$ cat src/rtl/eth_tx_pkg.sv
// -----------------------------------------------------------------------------
// eth_tx_pkg
// Shared types and constants for the Ethernet MII transmit serializer.
//   tx_state_e      : serializer state encoding
//   PREAMBLE_NIBBLE : nibble repeated during the preamble
//   SFD_NIBBLE      : start-of-frame delimiter nibble
//   CRC_POLY        : IEEE 802.3 CRC-32 polynomial (normal form)
//   CRC_INIT        : CRC-32 preset value
//   CRC_POLY_REFL   : reflected polynomial used by the LSB-first CRC engine
//   word_nibbles()  : number of nibbles carried by a frame word
// -----------------------------------------------------------------------------
package eth_tx_pkg;

  typedef enum logic [2:0] {
    ST_IDLE     = 3'd0,
    ST_PREAMBLE = 3'd1,
    ST_DATA     = 3'd2,
    ST_FCS      = 3'd3,
    ST_IFG      = 3'd4
  } tx_state_e;

  localparam logic [3:0]  PREAMBLE_NIBBLE = 4'h5;
  localparam logic [3:0]  SFD_NIBBLE      = 4'hD;
  localparam logic [31:0] CRC_POLY        = 32'h04C11DB7;
  localparam logic [31:0] CRC_INIT        = 32'hFFFFFFFF;

  function automatic logic [31:0] reflect32(input logic [31:0] value);
    logic [31:0] r;
    for (int i = 0; i < 32; i++) r[i] = value[31-i];
    return r;
  endfunction

  localparam logic [31:0] CRC_POLY_REFL = reflect32(CRC_POLY);

  // A last word carries 'bytes' bytes (0 encodes a full word); every other
  // word is full. Two nibbles per byte.
  function automatic logic [3:0] word_nibbles(input logic last, input logic [1:0] bytes);
    if (last && bytes != 2'd0) return {1'b0, bytes, 1'b0};
    return 4'd8;
  endfunction

endpackage

$ cat src/rtl/eth_crc32_nibble.sv
// -----------------------------------------------------------------------------
// eth_crc32_nibble
// Combinational one-nibble step of the reflected Ethernet CRC-32.
//   crc      : current CRC register value
//   nibble   : data nibble, bit 0 is the first bit on the wire
//   crc_next : CRC after absorbing the nibble
// -----------------------------------------------------------------------------
module eth_crc32_nibble
  import eth_tx_pkg::*;
(
  input  logic [31:0] crc,
  input  logic [3:0]  nibble,
  output logic [31:0] crc_next
);

  always_comb begin
    logic [31:0] c;
    c = crc ^ {28'h0, nibble};
    for (int i = 0; i < 4; i++) begin
      c = c[0] ? ((c >> 1) ^ CRC_POLY_REFL) : (c >> 1);
    end
    crc_next = c;
  end

endmodule

$ cat src/rtl/eth_tx_mii_serializer.sv
// -----------------------------------------------------------------------------
// eth_tx_mii_serializer
// MII transmit back-end: takes 32-bit frame words over valid/ready, emits
// preamble + SFD, serializes data low nibble first, optionally appends the
// FCS, then holds the line idle for the inter-frame gap. Defers to carrier
// sense only while idle.
//
// Build option: define TX_CRC_EN to compute the CRC-32 over the data nibbles
// and append it as an 8-nibble FCS. Without it the frame ends after the data.
//
// Ports
//   MTxClk        in   MII transmit clock, all logic on its rising edge
//   rst_i         in   asynchronous active-high reset
//   tx_data_i     in   frame word, bits[7:0] transmitted first
//   tx_bytes_i    in   valid bytes of a last word (0 means 4)
//   tx_last_i     in   word is the final word of the frame
//   tx_valid_i    in   word present
//   tx_ready_o    out  word accepted when valid and ready are both high
//   MCrS          in   carrier sense
//   MTxD          out  transmit nibble
//   MTxEn         out  transmit enable
//   MTxErr        out  transmit error
//   tx_done_o     out  one-cycle pulse on normal frame completion
//   tx_underrun_o out  one-cycle pulse when a frame is aborted by underrun
// -----------------------------------------------------------------------------
module eth_tx_mii_serializer
  import eth_tx_pkg::*;
#(
  parameter int PREAMBLE_NIBBLES = 15,
  parameter int IFG_NIBBLES      = 24
) (
  input  logic        MTxClk,
  input  logic        rst_i,
  input  logic [31:0] tx_data_i,
  input  logic [1:0]  tx_bytes_i,
  input  logic        tx_last_i,
  input  logic        tx_valid_i,
  output logic        tx_ready_o,
  input  logic        MCrS,
  output logic [3:0]  MTxD,
  output logic        MTxEn,
  output logic        MTxErr,
  output logic        tx_done_o,
  output logic        tx_underrun_o
);

  // One shared counter: preamble position, nibble index within the word,
  // FCS nibble index or IFG cycle count, depending on the state.
  localparam int CNT_MAX = (IFG_NIBBLES > PREAMBLE_NIBBLES) ? IFG_NIBBLES : PREAMBLE_NIBBLES;
  localparam int CNT_TOP = (CNT_MAX > 8) ? CNT_MAX : 8;
  localparam int CNT_W   = $clog2(CNT_TOP + 1);

  typedef logic [CNT_W-1:0] cnt_t;

  localparam cnt_t PRE_LAST = cnt_t'(PREAMBLE_NIBBLES);
  localparam cnt_t IFG_LAST = cnt_t'(IFG_NIBBLES - 1);

  // The state and all registered outputs describe the cycle currently on the
  // pins; the comb block computes what the next cycle shows.
  tx_state_e   state_q, state_d;
  cnt_t        cnt_q, cnt_d;
  logic [31:0] data_q, data_d;     // nibbles still to send, next one in [3:0]
  logic [1:0]  bytes_q, bytes_d;
  logic        last_q, last_d;
  logic [3:0]  txd_d;
  logic        en_d, err_d, ready_d, done_d, underrun_d;
  logic        accept;
  cnt_t        final_idx;

  assign accept    = tx_valid_i & tx_ready_o;
  assign final_idx = cnt_t'(word_nibbles(last_q, bytes_q) - 4'd1);

`ifdef TX_CRC_EN
  logic [31:0] crc_q, crc_d, crc_upd, fcs;

  assign fcs = ~crc_q;

  eth_crc32_nibble u_crc (
    .crc      (crc_q),
    .nibble   (txd_d),
    .crc_next (crc_upd)
  );

  always_comb begin
    crc_d = crc_q;
    if (state_d == ST_PREAMBLE) begin
      crc_d = CRC_INIT;
    end else if (state_d == ST_DATA && en_d && !err_d) begin
      crc_d = crc_upd;
    end
  end

  always_ff @(posedge MTxClk or posedge rst_i) begin
    if (rst_i) crc_q <= CRC_INIT;
    else       crc_q <= crc_d;
  end
`endif

  always_comb begin
    // NOTE: every signal gets a default before the case so no path leaves
    // one unassigned, which would otherwise infer a latch.
    state_d    = state_q;
    cnt_d      = cnt_q;
    data_d     = data_q;
    bytes_d    = bytes_q;
    last_d     = last_q;
    txd_d      = 4'h0;
    en_d       = 1'b0;
    err_d      = 1'b0;
    ready_d    = 1'b0;
    done_d     = 1'b0;
    underrun_d = 1'b0;

    unique case (state_q)
      ST_IDLE: begin
        if (accept) begin
          data_d  = tx_data_i;
          bytes_d = tx_bytes_i;
          last_d  = tx_last_i;
          state_d = ST_PREAMBLE;
          cnt_d   = '0;
          en_d    = 1'b1;
          txd_d   = (PRE_LAST == '0) ? SFD_NIBBLE : PREAMBLE_NIBBLE;
        end else begin
          // Carrier sense only gates acceptance; it is ignored once committed.
          ready_d = !MCrS;
        end
      end

      ST_PREAMBLE: begin
        en_d = 1'b1;
        if (cnt_q == PRE_LAST) begin
          state_d = ST_DATA;
          cnt_d   = '0;
          txd_d   = data_q[3:0];
          data_d  = {4'h0, data_q[31:4]};
        end else begin
          cnt_d = cnt_q + cnt_t'(1);
          txd_d = (cnt_d == PRE_LAST) ? SFD_NIBBLE : PREAMBLE_NIBBLE;
        end
      end

      ST_DATA: begin
        if (tx_underrun_o) begin
          // The error cycle has been shown; the gap starts now.
          state_d = ST_IFG;
          cnt_d   = '0;
        end else if (cnt_q != final_idx) begin
          en_d    = 1'b1;
          cnt_d   = cnt_q + cnt_t'(1);
          txd_d   = data_q[3:0];
          data_d  = {4'h0, data_q[31:4]};
          // Ready rises on the final nibble of a non-last word so the next
          // word can follow without a gap.
          ready_d = !last_q && (cnt_d == cnt_t'(7));
        end else if (!last_q) begin
          en_d = 1'b1;
          if (accept) begin
            cnt_d   = '0;
            bytes_d = tx_bytes_i;
            last_d  = tx_last_i;
            txd_d   = tx_data_i[3:0];
            data_d  = {4'h0, tx_data_i[31:4]};
          end else begin
            err_d      = 1'b1;
            underrun_d = 1'b1;
          end
        end else begin
          cnt_d = '0;
`ifdef TX_CRC_EN
          state_d = ST_FCS;
          en_d    = 1'b1;
          txd_d   = fcs[3:0];
          data_d  = {4'h0, fcs[31:4]};
`else
          state_d = ST_IFG;
          done_d  = 1'b1;
`endif
        end
      end

`ifdef TX_CRC_EN
      ST_FCS: begin
        if (cnt_q == cnt_t'(7)) begin
          state_d = ST_IFG;
          cnt_d   = '0;
          done_d  = 1'b1;
        end else begin
          en_d   = 1'b1;
          cnt_d  = cnt_q + cnt_t'(1);
          txd_d  = data_q[3:0];
          data_d = {4'h0, data_q[31:4]};
        end
      end
`endif

      ST_IFG: begin
        if (cnt_q == IFG_LAST) begin
          state_d = ST_IDLE;
          cnt_d   = '0;
        end else begin
          cnt_d = cnt_q + cnt_t'(1);
        end
      end

      default: begin
        state_d = ST_IDLE;
        cnt_d   = '0;
      end
    endcase
  end

  // NOTE: sequential state uses non-blocking assignments so every register
  // samples pre-edge values regardless of statement order.
  always_ff @(posedge MTxClk or posedge rst_i) begin
    if (rst_i) begin
      state_q       <= ST_IDLE;
      cnt_q         <= '0;
      // NOTE: the word buffer is a plain register, so it is reset along with
      // the control state; this makes the mid-frame discard explicit.
      data_q        <= '0;
      bytes_q       <= 2'd0;
      last_q        <= 1'b0;
      MTxD          <= 4'h0;
      MTxEn         <= 1'b0;
      MTxErr        <= 1'b0;
      tx_ready_o    <= 1'b0;
      tx_done_o     <= 1'b0;
      tx_underrun_o <= 1'b0;
    end else begin
      state_q       <= state_d;
      cnt_q         <= cnt_d;
      data_q        <= data_d;
      bytes_q       <= bytes_d;
      last_q        <= last_d;
      MTxD          <= txd_d;
      MTxEn         <= en_d;
      MTxErr        <= err_d;
      tx_ready_o    <= ready_d;
      tx_done_o     <= done_d;
      tx_underrun_o <= underrun_d;
    end
  end

endmodule

$ cat config.mk
export PLATFORM = sky130hd
export DESIGN_NAME = eth_tx_mii_serializer
export DESIGN_NICKNAME = d
export VERILOG_FILES = /design/src/rtl/eth_tx_pkg.sv /design/src/rtl/eth_crc32_nibble.sv /design/src/rtl/eth_tx_mii_serializer.sv
export SDC_FILE = /design/constraint.sdc
export NUM_CORES = 1
export LEC_CHECK = 0
export BUFFER_PORTS_ARGS = -buffer_cell sky130_fd_sc_hd__buf_2
export CAP_MARGIN = 20
export CORE_UTILIZATION = 25
export DETAILED_ROUTE_END_ITERATION = 8
export MAX_ROUTING_LAYER = met4
export PLACE_DENSITY = 0.42
export SYNTH_ARGS = -nofsm -noshare
export SYNTH_HDL_FRONTEND = slang
export SYNTH_SLANG_ARGS = --single-unit
$ cat constraint.sdc
create_clock -name MTxClk -period 2.7 [get_ports MTxClk]
set_input_delay 0.27 -clock MTxClk [delete_from_list [all_inputs] [get_ports MTxClk]]
set_output_delay 0.27 -clock MTxClk [all_outputs]
set_load 0.005 [all_outputs]
==> results_dict.tcl, run 1 <==
set metrics [dict create \
    grt_pass1_vias 3072 \
    max_cap_viol_count 0 \
    synth-simple-area-share_pct 17.6 \
    synth_ff_type "dfrtp_1" \
    seq_area_um2 1280 \
    skew_ns 0.00566 \
    hold_viol 0 \
    synth-compound-area-share_pct 30.9 \
    synth_fa_ha_area_share_pct 1.99 \
    yosysTopAreaCell "dfrtp_1" \
    die_w_um 114 \
    grt_start_max_net_pins 58 \
    slew_violations 0 \
    rr_startpoint "bytes_q[0]" \
    startpoint "bytes_q[0]" \
    use_met2_pct 26.4 \
    synth-seq-cells 51 \
    gp_congestion 0.824 \
    die_h_um 114 \
    tns_ns 0 \
    final_nets 450 \
    synth.cell_area_um2 3140 \
    pin_count 48 \
    cts_tree "built" \
    status "completed" \
    yosys.area.top_type_share_pct 40.7 \
    cts_buffer_depth 2 \
    top_usage_layer "met2" \
    drtIter0Drc 198 \
    tightest_slew_ns 0.628 \
    grt_antenna_before_repair 0 \
    numCtsBuffers 5 \
    die-area_um2 13000 \
    rrSetupSlack_ns 0.24 \
    wire_per_inst_um 17.6 \
    grtUsageMet1_pct 22.8 \
    yosysUniqueCellTypes 48 \
    grt_use_total_pct 16.8 \
    area_delta_synth_final_pct 19.1 \
    worstRegToRegCells 8 \
    fill_cells 1332 \
    drt_wl_total_um 10100 \
    overflow 0 \
    crit_path_max_fanout 15 \
    p_leak_nw 1.55 \
    syn-num-nets 414 \
    io_buffers 47 \
    worstSetupPathType "reg -> reg" \
    setup_viol 0 \
    coreArea_um2 12100 \
    netlist_instances 370 \
    cts_max_level 2 \
    worst_setup_path_start_kind "register" \
    insertion_delay_ns 0.29 \
    layout-drive-gt1-share_pct 21.4 \
    hold_class "in -> async" \
    clock.fmax_mhz 406 \
    end_kind "register" \
    crit_end "MTxD[3]" \
    synth_top_family_by_area "compound AO/OA/AOI/OAI gates" \
    peakVddDrop_uv 549 \
    yosys-top-cells-count "a31oi_1 (56), dfrtp_1 (51), nand2_1 (42)" \
    worstPathArrival_ns 2.69 \
    grt_pass1_wl_um 16600 \
    grt_setup_unrepaired "no" \
    cts_resized 0 \
    drc 0 \
    yosysMostFrequentCell "a31oi_1" \
    cts-root-buf "clkbuf_16" \
    use_met3_pct 2.75 \
    synthXorXnorAreaFrac_pct 1.12 \
    viasPerCell 5.33 \
    final_area_um2 3740 \
    period_share_pct 91.2 \
    period_needed_ns 2.46 \
    clk_pin_slew_ns 0.07 \
    drtAntennaViolNets 0 \
    synth.area.mux_share_pct 0.717 \
    place_area_um2 3580 \
    num_rows 40 \
    powerDensity_nw_per_um2 1530 \
    yosysSeqAreaShare_pct 40.7 \
    ys_warn_count 0 \
    rr_endpoint "MTxD[3]" \
    cts_setup_buffers 0 \
    cts_hold_buf 0 \
    multi_input_area_um2 1670 \
    syn_avg_cell_area_um2 8.48 \
    synth-edff-count 0 \
    cts_sinks 51 \
    antenna_cells 0 \
    ys_async_sr_fraction_pct 100 \
    dr.pass1.iters 4 \
    dp_hpwl_um 6520 \
    synthTopCellsByArea "dfrtp_1 (41%), a31oi_1 (11%), a22oi_1 (6.9%)" \
    vias 3066 \
    start_util_pct 25.9 \
    slew_headroom_pct 58.1 \
    required_ns 2.93 \
]
[per-layer routing]
metal,vias up,wire length (um)
met5,-,0
met4,0,39
met3,2,439
met2,90,4750
met1,1500,4880
li1,1474,-
[state kept, by name, summed over array words and instances (netlist names)]
signal and count:
state_q 3, bytes_q 2, MTxEn 1, data_q 32
last_q 1, tx_underrun_o 1, tx_ready_o 1, MTxD 4
tx_done_o 1, cnt_q 5
[cells by family (layout without fill, tap and decap cells)]
group,after synthesis,count (layout)
flip-flops,51,51
AO/OA/AOI/OAI,152,152
buffers and inverters,47,84
multiplexers,2,2
AND/OR/NAND/NOR,109,109
XOR/XNOR,4,4
adder cells (fa/ha/maj),5,5
[worst min-delay path by stage]
| stage | endpoint | slack (ns) | depth (start not counted) |
|---|---|---|---|
| after floorplan | tx_ready_o | 0.38 | 1 |
| after global placement | data_q[30] | 0.40 | 2 |
| after detailed placement | data_q[29] | 0.40 | 2 |
| after CTS | data_q[25] | 0.08 | 2 |
| after global routing | data_q[28] | 0.11 | 2 |
| final | data_q[30] | 0.05 | 2 |
[cells in the final DEF, fill, tap and decap left out, types with 3 or more instances in the layout]
cell        n
a21oi_1    35
nand2_1    42
buf_2      47
o21ai_1     6
a22oi_1    29
inv_1       9
or3_1       3
and2_1      3
nand2b_1    4
dfrtp_1    51
ha_1        5
nand4_1     4
buf_4      18
clkbuf_16   5
a21o_1      5
nor2_1      7
nor3_1     29
a31oi_1    56
nand3_1     3
o21ai_0     5
[power by group]
group / switching [mW] / internal (mW) / leakage, nW
Sequential: 0.274 / 1.18 / 0.629
Combinational: 2.22 / 1.35 / 0.845
Clock: 0.290 / 0.396 / 0.0772
Total: 2.78 / 2.93 / 1.55
[worst max-delay path, cell delays in order, from the launching register on]
cell	delay [ns]
dfrtp_1	0.40
nand2_1	0.08
ha_1	0.31
xor2_1	0.16
o2111ai_2	0.18
buf_4	0.24
or2_1	0.36
nor4_4	0.45
a221o_1	0.22
[area by class of cell]
class	count	area share, %
multi-input cells	272	44.6
inverters	10	1.00
flip-flops and latches	51	34.1
clock buffers	8	4.18
well taps	168	5.62
repair buffers	66	10.4
[stage by stage]
step                      hold WS (ns)  instances  utilization [%]  total power [mW]  worst slack, ns
after floorplan                  0.379        370                -              4.09            0.497
after global placement           0.402        567             29.6              5.04            0.307
after detailed placement         0.401        567             29.6              5.06            0.229
after CTS                       0.0845        575             30.9              5.76            0.216
after global routing             0.107        575             30.9              6.22           0.0450
final                           0.0549        575             30.9              5.71            0.237
(Power assumes the default switching activity.)
==> inputs of run 2 (changes only) <==
--- a/config.mk
+++ b/config.mk
@@ -7,6 +7,7 @@
 export LEC_CHECK = 0
 export BUFFER_PORTS_ARGS = -buffer_cell sky130_fd_sc_hd__buf_2
 export CAP_MARGIN = 20
+export CORE_MARGIN = 2
 export CORE_UTILIZATION = 25
 export DETAILED_ROUTE_END_ITERATION = 8
 export MAX_ROUTING_LAYER = met4
==> results_dict.tcl, run 2 (same netlist as run 1, synthesis figures left out) <==
set metrics [dict create \
    status "completed" \
    wire_per_inst_um 18.0 \
    top_register "data_q" \
    final_cell_mix "a31oi_1 (56), dfrtp_1 (51), buf_2 (47), nand2_1 (42), a21oi_1 (35)" \
    rrSetupSlack_ns 0.35 \
    slew_violations 0 \
    dp_hpwl_um 6450 \
    pin_count 48 \
    grt_start_max_net_pins 58 \
    die_w_um 116 \
    p_leak_nw 1.54 \
    dr.pass1.iters 5 \
    grt_antenna_before_repair 0 \
    drtIter0Drc 232 \
    gp_congestion 0.816 \
    setup_viol 0 \
    cts_setup_buffers 0 \
    slew_headroom_pct 52.8 \
    period_share_pct 87.1 \
    period_needed_ns 2.35 \
    die-area_um2 13500 \
    largest_reg_flops 32 \
    wl_met2_um 4800 \
    clk_pin_slew_ns 0.07 \
    cts_sinks 51 \
    overflow 0 \
    rr_startpoint "cnt_q[1]" \
    grt_pass1_wl_um 17100 \
    rr_endpoint "data_q[19]" \
    max_cap_viol_count 0 \
    io_buffers 47 \
    cts_resized 0 \
    clock.fmax_mhz 425 \
    grt_use_total_pct 16.5 \
    intPower_mw 2.92 \
    powerDensity_nw_per_um2 1540 \
    maxUsedRoutingLayer "met4" \
    area_delta_synth_final_pct 18.5 \
    hold_class "in -> async" \
    dr_wl_met3_um 507 \
    final_nets 449 \
    skew_ns 0.00597 \
    layout-drive-gt1-share_pct 21.2 \
    pwr-share-clk_pct 11.3 \
    drc 0 \
    worstPathArrival_ns 2.51 \
    grt_setup_unrepaired "no" \
    hold_viol 0 \
    swShare_pct 48.9 \
    worst_setup_path_start_kind "register" \
    dp.cells 566 \
    required_ns 2.86 \
    mostFrequentLayoutCell "a31oi_1" \
    end_kind "register" \
    worstSetupPathType "reg -> reg" \
    cts_tree "built" \
    vias 3074 \
    viasPerCell 5.36 \
    startpoint "cnt_q[1]" \
    numCtsBuffers 5 \
    die_h_um 116 \
    cts_hold_buf 0 \
    cts_buffer_depth 2 \
    drt_wl_total_um 10300 \
    antenna_cells 0 \
    insertion_delay_ns 0.29 \
    grt_pass1_vias 3184 \
    worstRegToRegCells 10 \
    layout.cells.non_filler 573 \
    fill_cells 1342 \
    num_rows 40 \
    largest_registers "data_q x32, cnt_q x5, MTxD x4" \
    combPwrFrac_pct 62.7 \
    tightest_slew_ns 0.708 \
    final_core_util_pct 30.7 \
    p_seq_share_pct 26.0 \
    cts-root-buf "clkbuf_16" \
    peakVddDrop_uv 569 \
    netSwitchingPower_mw 2.80 \
    drtAntennaViolNets 0 \
    cts_max_level 2 \
    start_util_pct 25.9 \
    m1WireLength_um 4900 \
    coreArea_um2 12100 \
    crit_path_max_fanout 19 \
    tns_ns 0 \
]
-- run 2: layer usage --
layer | GRT usage [%] | vias to the layer above
li1 | - | 1466
met1 | 22.4 | 1507
met2 | 26.3 | 89
met3 | 2.46 | 12
met4 | 3.17 | 0
met5 | - | -
-- run 2: metrics by stage --
stage	hold WS (ns)	setup WS, ns	power, mW	cell area (um^2)
6_report	0.165	0.348	5.72	3720
5_1_grt	0.191	0.115	6.25	3720
4_1_cts	0.164	0.352	5.76	3720
3_5_place_dp	0.478	0.383	5.09	3580
3_3_place_gp	0.476	0.415	5.05	3580
2_1_floorplan	0.379	0.497	4.09	3140
-- run 2: power by group through the flow --
stage               Clock, mW  Sequential (mW)  Combinational (mW)
detailed placement          0             1.50                3.59
finish                  0.647             1.49                3.59
CTS                     0.673             1.49                3.60
global route            0.705             1.54                4.00
floorplan                   0             1.39                2.69
global placement            0             1.50                3.56
-- run 2: cell type report --
class / instances / area, um^2 / area share, %
multi-input combinational: 272 / 1670 / 44.9
sequential: 51 / 1280 / 34.3
timing repair buffer: 65 / 383 / 10.3
tap: 168 / 210 / 5.65
clock buffer: 6 / 139 / 3.73
inverter: 10 / 37.5 / 1.01
clock inverter: 1 / 5.00 / 0.135
-- run 2: worst max path at each step --
stage                     slack [ns]         end  cells past startpoint
final                           0.35  data_q[19]                     10
after global routing            0.12  data_q[12]                     10
after CTS                       0.35  data_q[19]                     10
after detailed placement        0.38  data_q[19]                     10
after global placement          0.42   data_q[3]                     10
after floorplan                 0.50   data_q[0]                     10
-- run 2: critical path: stages (launching register included) --
cell      delay, ns
dfrtp_1        0.46
ha_1           0.27
nand3_1        0.13
inv_1          0.08
ha_1           0.30
nand2b_1       0.10
a21oi_1        0.15
o31a_1         0.19
and2_1         0.16
buf_4          0.26
a31oi_1        0.12
